File: src/rtl/reduce_vector_issuer.sv
// Initiator for the vector-reduction ALU: gathers a command and an element stream
// into the ALU operand array, pulses set, waits for done and returns the result.
module reduce_vector_issuer #(
    parameter int BITS    = 8,
    parameter int N       = 8,
    parameter int TIMEOUT = 255
) (
    input  logic            clk,
    input  logic            rst_n,
    input  logic [1:0]      i_cmd_sel,
    input  logic            i_cmd_valid,
    output logic            o_cmd_ready,
    input  logic [BITS-1:0] i_s_data,
    input  logic            i_s_valid,
    input  logic            i_s_last,
    output logic            o_s_ready,
    output logic [BITS-1:0] o_alu_in [N-1:0],
    output logic [7:0]      o_alu_in_len,
    output logic [1:0]      o_alu_sel,
    output logic            o_alu_set,
    output logic            o_alu_en,
    input  logic [BITS-1:0] i_alu_out,
    input  logic            i_alu_done,
    output logic [BITS-1:0] o_res_data,
    output logic            o_res_err,
    output logic            o_res_valid,
    input  logic            i_res_ready
);

    localparam int            TW       = $clog2(TIMEOUT + 1);
    localparam logic [7:0]    LAST_IDX = 8'(N - 1);
    localparam logic [TW-1:0] TMO_LAST = TW'(TIMEOUT - 1);

    typedef enum logic [2:0] {
        S_IDLE  = 3'd0,
        S_LOAD  = 3'd1,
        S_ISSUE = 3'd2,
        S_WAIT  = 3'd3,
        S_RESP  = 3'd4
    } state_t;

    state_t          r_state;
    state_t          w_state_nxt;
    logic [7:0]      r_count;
    logic [TW-1:0]   r_tmo;
    logic [BITS-1:0] r_alu_in [N-1:0];
    logic [7:0]      r_alu_in_len;
    logic [1:0]      r_alu_sel;
    logic [BITS-1:0] r_res_data;
    logic            r_res_err;

    logic w_beat;
    logic w_load_end;
    logic w_done_seen;
    logic w_timeout;

    assign w_beat     = (r_state == S_LOAD) && i_s_valid;
    assign w_load_end = w_beat && (i_s_last || (r_count == LAST_IDX));
    // A done in the first WAIT cycle may be left over from the previous operation.
    assign w_done_seen = (r_state == S_WAIT) && (r_tmo != '0) && i_alu_done;
    assign w_timeout   = (r_state == S_WAIT) && !w_done_seen && (r_tmo == TMO_LAST);

    // State register
    always_ff @(posedge clk or negedge rst_n) begin
        if (!rst_n) begin
            r_state <= S_IDLE;
        end else begin
            r_state <= w_state_nxt;
        end
    end

    // Next-state logic
    always_comb begin
        w_state_nxt = r_state;
        case (r_state)
            S_IDLE:  if (i_cmd_valid) w_state_nxt = S_LOAD;  else w_state_nxt = S_IDLE;
            S_LOAD:  if (w_load_end)  w_state_nxt = S_ISSUE; else w_state_nxt = S_LOAD;
            S_ISSUE: w_state_nxt = S_WAIT;
            S_WAIT:  if (w_done_seen || w_timeout) w_state_nxt = S_RESP; else w_state_nxt = S_WAIT;
            S_RESP:  if (i_res_ready) w_state_nxt = S_IDLE;  else w_state_nxt = S_RESP;
            default: w_state_nxt = S_IDLE;
        endcase
    end

    // Handshake and ALU control decoded from the state register only
    always_comb begin
        o_cmd_ready = 1'b0;
        o_s_ready   = 1'b0;
        o_alu_set   = 1'b0;
        o_alu_en    = 1'b0;
        o_res_valid = 1'b0;
        case (r_state)
            S_IDLE:  o_cmd_ready = 1'b1;
            S_LOAD:  o_s_ready   = 1'b1;
            S_ISSUE: begin
                o_alu_set = 1'b1;
                o_alu_en  = 1'b1;
            end
            S_WAIT:  o_alu_en    = 1'b1;
            S_RESP:  o_res_valid = 1'b1;
            default: o_cmd_ready = 1'b0;
        endcase
    end

    // Operand array, length, opcode, timeout counter and result registers
    always_ff @(posedge clk or negedge rst_n) begin
        if (!rst_n) begin
            for (int i = 0; i < N; i++) r_alu_in[i] <= '0;
            r_count      <= 8'd0;
            r_tmo        <= '0;
            r_alu_in_len <= 8'd0;
            r_alu_sel    <= 2'd0;
            r_res_data   <= '0;
            r_res_err    <= 1'b0;
        end else begin
            case (r_state)
                S_IDLE: begin
                    if (i_cmd_valid) begin
                        r_alu_sel <= i_cmd_sel;
                        r_count   <= 8'd0;
                        for (int i = 0; i < N; i++) r_alu_in[i] <= '0;
                    end
                end
                S_LOAD: begin
                    if (w_beat) begin
                        for (int i = 0; i < N; i++) begin
                            if (r_count == 8'(i)) r_alu_in[i] <= i_s_data;
                        end
                        r_count <= r_count + 8'd1;
                        // Index just written is count-1 after this beat.
                        if (w_load_end) r_alu_in_len <= r_count;
                    end
                end
                S_ISSUE: r_tmo <= '0;
                S_WAIT: begin
                    if (w_done_seen) begin
                        r_res_data <= i_alu_out;
                        r_res_err  <= 1'b0;
                    end else if (w_timeout) begin
                        r_res_data <= '0;
                        r_res_err  <= 1'b1;
                    end else begin
                        r_tmo <= r_tmo + TW'(1);
                    end
                end
                default: r_tmo <= r_tmo;
            endcase
        end
    end

    assign o_alu_in     = r_alu_in;
    assign o_alu_in_len = r_alu_in_len;
    assign o_alu_sel    = r_alu_sel;
    assign o_res_data   = r_res_data;
    assign o_res_err    = r_res_err;

endmodule
File: config.mk
export PLATFORM = sky130hd
export DESIGN_NAME = reduce_vector_issuer
export DESIGN_NICKNAME = d
export VERILOG_FILES = /design/src/rtl/reduce_vector_issuer.sv
export SDC_FILE = /design/constraint.sdc
export NUM_CORES = 1
export LEC_CHECK = 0
export CORE_MARGIN = 2
export CORE_UTILIZATION = 42
export DETAILED_ROUTE_END_ITERATION = 6
export PLACE_DENSITY = 0.77
export SETUP_SLACK_MARGIN = 0.05
export SLEW_MARGIN = 20
export SYNTH_ARGS = -nofsm -noshare
export SYNTH_HDL_FRONTEND = slang
export SYNTH_SLANG_ARGS = --single-unit
File: constraint.sdc
create_clock -name clk -period 2.2 [get_ports clk]
set_clock_uncertainty 0.05 [all_clocks]
set_input_delay 0.22 -clock clk [delete_from_list [all_inputs] [get_ports clk]]
set_output_delay 0.22 -clock clk [all_outputs]
set_load 0.02 [all_outputs]
==> results of run 1 <==
-- cells in the final DEF (no fill, tap or decap), types with 6 or more instances in the layout --
master	netlist	final
inv_1	8	8
a22o_1	56	56
ha_1	7	7
dfrtp_1	102	101
nand2_1	17	17
clkbuf_8	0	10
nor2_1	8	8
o2bb2ai_1	8	8
o21ai_1	7	7
buf_4	1	17
nand3_1	8	8
clkdlybuf4s50_1	0	108
o21ai_0	15	14
mux2_1	8	8
and2_1	8	8
and3_1	7	6
-- kinds of logic (layout without fill, tap and decap cells) --
logic type               after synthesis  after routing  synth area share
flip-flops                           102            102             0.578
AND/OR/NAND/NOR                       86             86             0.128
multiplexers                          15             15            0.0377
adder cells (fa/ha/maj)                7              7            0.0198
XOR/XNOR                               5              5           0.00991
AO/OA/AOI/OAI                        110            110             0.196
buffers and inverters                 29            155            0.0311
-- through the flow --
stage	power [mW]	util
6_report	7.45	0.581
5_1_grt	7.90	0.581
4_1_cts	7.48	0.580
3_5_place_dp	6.32	0.559
3_3_place_gp	6.22	0.559
2_1_floorplan	4.75	-
-- worst max-delay path by stage --
stage	start	endpoint	slack, ns	depth (start not counted)
6_report	r_count[5]	o_alu_in[20]	0.16	5
2_1_floorplan	r_state[0]	o_alu_in[0]	0.1	6
4_1_cts	r_state[0]	o_res_valid	0.07	2
3_3_place_gp	r_count[5]	o_alu_in[14]	0.21	5
5_1_grt	r_state[1]	o_alu_set	0.04	4
3_5_place_dp	r_state[1]	o_alu_in_len[7]	0.14	6
-- area by class of cell --
type,count,area share
sequential,102,0.427
multi-input combinational,223,0.293
timing repair buffer,130,0.212
tap,136,0.0285
clock buffer,10,0.0230
clock inverter,6,0.0105
inverter,9,0.00565
-- power breakdown --
group          switching [mW]  total (mW)  internal (mW)  leakage, nW
logic                    1.92        3.52           1.59         1.17
registers               0.394        2.76           2.37         1.38
clock network           0.698        1.17          0.475        0.103
-- what timing repair did --
item,in CTS,in global routing
setup endpoints to repair,3,22
cloned,0,0
hold buffers,1,0
gates resized for setup,4,7
hold endpoints to repair,49,0
-- routing by layer --
| layer | GRT usage | share of wire | routed length [µm] |
|---|---|---|---|
| met5 | 0 | 0 | 0 |
| met4 | 0.0464 | 0.012 | 133 |
| met3 | 0.0407 | 0.052 | 575 |
| met2 | 0.313 | 0.45 | 4980 |
| met1 | 0.291 | 0.48 | 5280 |
-- state kept, by name, summed over array words and instances (netlist names) --
register      flops
r_tmo             8
r_count           8
r_state           3
o_res_data        8
o_alu_in         64
o_alu_in_len      8
o_res_err         1
o_alu_sel         2
-- worst register-to-register path, stage by stage, from the launching register on --
cell and delay (ns):
dfrtp_2 0.46, or4_1 0.54, buf_4 0.20, nor4b_4 0.28, o21ai_2 0.15, a22o_1 0.26
==> summary.md, run 1 <==
| Metric | Value |
|---|---|
| Status | `complete, no violations` |
| Final setup fails | `0` |
| RR Startpoint | `r_count[5]` |
| Die area | `around 11000 µm²` |
| Reg2reg setup slack | `between 0.15 and 0.2 ns` |
| Worst EP arrival | `2.24 ns` |
| Cell breakdown of the critical path | `or4_1 > buf_4 > nor4b_4 > o21ai_2 > a22o_1` |
| Setup Buffers After CTS | `0` |
| Max-cap viol count | `0` |
| Final routed DRC violation total | `0` |
| Largest area contributor in the netlist | `dfrtp_1` |
| Mean Syn Cell Area | `~12 µm²` |
| Clk sinks | `between 100 and 150` |
| Max Clk Rate | `roughly 0.5 GHz` |
| Yosys top cell area share | `0.578` |
| Reg2reg path depth | `5` |
| DP Area | `roughly 5700 µm²` |
| Critical path fanouts, max | `8` |
| Reg2reg end | `o_alu_in[20]` |
| Slew HR | `0.572` |
| Chip Width | `about 110 µm` |
| Synth-to-layout area growth | `35.2%` |
| Setup tns final | `0 ns` |
| Finished Cell Area | `5970 µm²` |
| Die height | `~110 µm` |
| Sequential cell area | `between 2000 and 3000 µm²` |
| Final Critical Period | `roughly 2.0 ns` |
| Placer Congestion | `0.898` |
| Vias per cell | `~5.6` |
| Number of antenna-violating nets in the routed design | `0` |
| Critical Path End Type | `register` |
| Clk Latency, worst-skew pair | `0.35 ns` |
| Tot GR Track Use | `0.200` |
| Detail Placement HPWL | `8180 µm` |
| Core area | `10300 µm²` |
| Yosys Warn Count | `0` |
| WS Path Type | `reg -> reg` |
| RSZ-0062 raised after global routing | `yes` |
| Placed instance count | `between 500 and 600` |
| Top FF cell, synth | `dfrtp_1` |
| Total wire length | `around 11000 µm` |
| Crit path required time | `about 2.4 ns` |
| Largest net degree at the start of global routing | `54` |
| Row cnt | `37` |
| Io pins | `113` |
| Final non-filler cell total | `between 600 and 700` |
| Worst-path clk slew | `approximately 0.11 ns` |
| Cell variety after synth | `51` |
| Final Cycle Share | `0.926` |
| Vias in the first global route | `around 3400` |
| Max VDD drop | `about 0.00057 V` |
| CP max stage delay | `0.53 ns` |
| Initial Utilization | `0.430` |
| Total CTS buffers | `9` |
| Antenna cells | `0` |
| Asr flop ratio synth | `1.00` |
| H-tree Lvls | `3` |
| Critical-path top delay cell | `or4_1` |
| Startpoint Class | `register` |
| Post-synth EDFFs | `0` |
| IO Port Bufs | `about 110` |
| DP Worst Slack | `about 0.14 ns` |
| Net Count, Synth | `~390` |
| First DRT Iteration DRCs | `202` |
| Multi-input logic area | `between 1500 and 2000 µm²` |
| Initial antenna violation count | `0` |
| Clk buf depth | `2` |
| Post-synthesis sequential area ratio | `0.578` |
| Worst hold path class | `in -> async` |
| Total number of vias | `between 3000 and 4000` |
| Leading cell types by count after synthesis | `102 x dfrtp_1, 56 x a22o_1, 17 x nand2_1` |
| Synth Register Bits | `102` |
| Clock Tree Root | `clkbuf_8` |
| Synthesized instance count | `between 300 and 400` |
| Mapped cell area | `approximately 4400 µm²` |
| Proportion of layout cells with a drive suffix above 1 | `0.131` |
| PwrDens | `between 1000 and 1500 nW/µm²` |
| Final net count | `507` |
| Final Hold Viols | `0` |
| Most frequent cell after synthesis | `dfrtp_1` |
| Worst setup margin | `roughly 0.16 ns` |
| Ranking of synthesized cells by area | `dfrtp_1 58%, a22o_1 11%, nor4b_4 2.2%` |
| Worst Max-Slew Pin Slew | `around 0.63 ns` |
| Router iterations before antenna repair | `4` |
| Hold Slack | `approximately 0.36 ns` |
| First-pass GRT wire length | `between 15000 and 20000 µm` |
| Routed len/inst | `approximately 18 µm` |
| GRT overflow | `0` |
| P_leak | `roughly 2.7 nW` |
| Buffers & Inverters on Critical Path | `1` |
| Max-slew violation count | `0` |
| Worst path top cell family by delay | `simple AND/OR/NAND/NOR gates` |
| CTS tree | `done` |
| Fill cells | `884` |
Note: power is estimated with default switching activity, not from simulation.
==> run 2, diff against run 1 <==
--- a/config.mk
+++ b/config.mk
@@ -5,11 +5,12 @@
 export SDC_FILE = /design/constraint.sdc
 export NUM_CORES = 1
 export LEC_CHECK = 0
-export CORE_MARGIN = 2
+export CORE_MARGIN = 1.5
 export CORE_UTILIZATION = 42
 export DETAILED_ROUTE_END_ITERATION = 6
 export PLACE_DENSITY = 0.77
 export SETUP_SLACK_MARGIN = 0.05
+export SKIP_LAST_GASP = 1
 export SLEW_MARGIN = 20
 export SYNTH_ARGS = -nofsm -noshare
 export SYNTH_HDL_FRONTEND = slang
==> run 2 against run 1 <==
Via count grew 1.0%. Critical endpoint is now o_cmd_ready. Sequential power is essentially flat. Largest cell class unchanged. Count of clock-buffer cells in the layout is the same. Largest power group unchanged.
==> summary.md, run 2 (synthesized netlist as in run 1, its figures left out) <==
| Metric | Value |
|---|---|
| Status | `complete, no violations` |
| Clock Tree Root | `clkbuf_8` |
| Cell breakdown of the critical path | `nor3_1 > clkdlybuf4s50_1` |
| Total wire length | `about 11000 µm` |
| P_leak | `between 2 and 3 nW` |
| Startpoint Class | `register` |
| Crit path required time | `1.93 ns` |
| Core area | `approximately 10000 µm²` |
| Placer Congestion | `about 0.87` |
| Final Hold Viols | `0` |
| Die height | `about 110 µm` |
| IO Port Bufs | `approximately 110` |
| Worst-path clk slew | `approximately 0.10 ns` |
| Most common cell after layout, fill and taps aside | `clkdlybuf4s50_1` |
| First-pass GRT wire length | `about 18000 µm` |
| Final Critical Period | `2.14 ns` |
| Clk buf depth | `2` |
| Reg2reg path depth | `5` |
| Detail Placement HPWL | `about 8200 µm` |
| Row cnt | `37` |
| First DRT Iteration DRCs | `approximately 150` |
| Initial antenna violation count | `0` |
| RSZ-0062 raised after global routing | `yes` |
| Largest net degree at the start of global routing | `between 50 and 60` |
| DP Area | `roughly 5800 µm²` |
| Io pins | `113` |
| Max FFs per register | `64` |
| Total number of vias | `roughly 3500` |
| Max VDD drop | `just under 0.0008 V` |
| Clk Latency, worst-skew pair | `approximately 0.35 ns` |
| Power Total | `approximately 7.4 mW` |
| WS Path Type | `reg -> out` |
| Clk sinks | `approximately 100` |
| RR Startpoint | `r_count[5]` |
| Final non-filler cell total | `617` |
| GRT overflow | `0` |
| Proportion of layout cells with a drive suffix above 1 | `0.123` |
| Final Cycle Share | `0.973` |
| Number of antenna-violating nets in the routed design | `0` |
| Finished Cell Area | `5950 µm²` |
| Reg2reg end | `o_alu_in[14]` |
| Total CTS buffers | `9` |
| Final setup fails | `0` |
| Placed instance count | `600` |
| Max-slew violation count | `0` |
| H-tree Lvls | `3` |
| PwrDens | `about 1200 nW/µm²` |
| Vias in the first global route | `3332` |
| DP Worst Slack | `around 0.14 ns` |
| Chip Width | `106 µm` |
| Worst EP arrival | `1.87 ns` |
| Critical-path top delay cell | `clkdlybuf4s50_1` |
| Antenna cells | `0` |
| Final net count | `between 500 and 600` |
| Synth-to-layout area growth | `34.7%` |
| Setup Buffers After CTS | `0` |
| Slew HR | `0.567` |
| CP max stage delay | `~0.7 ns` |
| Critical Path End Type | `primary output` |
| Max Clk Rate | `approximately 0.47 GHz` |
| Commonest non-fill, non-tap cells in the layout | `108 x clkdlybuf4s50_1, 102 x dfrtp_1, 56 x a22o_1, 18 x buf_4, 17 x nand2_1` |
| Routed len/inst | `roughly 18 µm` |
| Worst hold path class | `in -> async` |
| Final routed DRC violation total | `0` |
| Worst Max-Slew Pin Slew | `~0.64 ns` |
| Die area | `~11000 µm²` |
| Router iterations before antenna repair | `4` |
| Worst setup margin | `a little under 0.06 ns` |
| Max-cap viol count | `0` |
| Tot GR Track Use | `0.205` |
| Reg2reg setup slack | `approximately 0.17 ns` |
| Critical path fanouts, max | `8` |
| Initial Utilization | `0.430` |
| CTS tree | `done` |
| Vias per cell | `between 5 and 6` |
| Setup tns final | `0 ns` |
run 2: metal layers:
metal | vias to the layer above | global-route usage | part of all wire
met5 | - | 0 | 0
met4 | 0 | 0.0473 | 0.010
met3 | 12 | 0.0402 | 0.059
met2 | 150 | 0.321 | 0.47
met1 | 1745 | 0.296 | 0.46
li1 | 1582 | - | -
run 2: report_power, final:
| part | switching (mW) | leakage, nW | internal [mW] |
|---|---|---|---|
| clock network | 0.661 | 0.0992 | 0.461 |
| logic | 1.95 | 1.18 | 1.60 |
| registers | 0.387 | 1.38 | 2.37 |
run 2: per-stage QoR:
stage | hold slack (ns) | util
6_report | 0.360 | 0.579
5_1_grt | 0.400 | 0.579
4_1_cts | 0.367 | 0.579
3_5_place_dp | 0.232 | 0.560
3_3_place_gp | 0.227 | 0.560
2_1_floorplan | -0.126 | -
run 2: worst max-delay path: cells and delay by family, from the launching register on:
kind,cells,cell delay (ns)
buffers and inverters,1,0.68
flip-flops,1,0.48
AND/OR/NAND/NOR,1,0.36
run 2: worst max path at each step:
stage / startpoint / endpoint / slack, ns / cells past startpoint
after global routing: r_state[0] / o_cmd_ready / -0.009 / 2
after floorplan: r_state[0] / o_alu_in[0] / 0.1 / 6
after detailed placement: r_count[1] / o_alu_in[40] / 0.14 / 5
final: r_state[0] / o_cmd_ready / 0.06 / 2
after global placement: r_count[5] / o_alu_in[11] / 0.20 / 5
after CTS: r_state[0] / o_cmd_ready / 0.05 / 2
run 2: what timing repair did:
item	CTS	global route
hold buffers	1	0
endpoints found under the setup margin	2	18
hold endpoints to repair	50	0
pin swaps	0	0
gates resized for setup	3	3
run 2: final cells by class:
cell class              instances  area (µm²)
fillers                       838        4320
repair buffers                131        1280
well taps                     136         170
inverters                       9        33.8
multi-input cells             223        1730
clock inverters                 6        51.3
clock buffers                  10         138
flip-flops and latches        102        2550
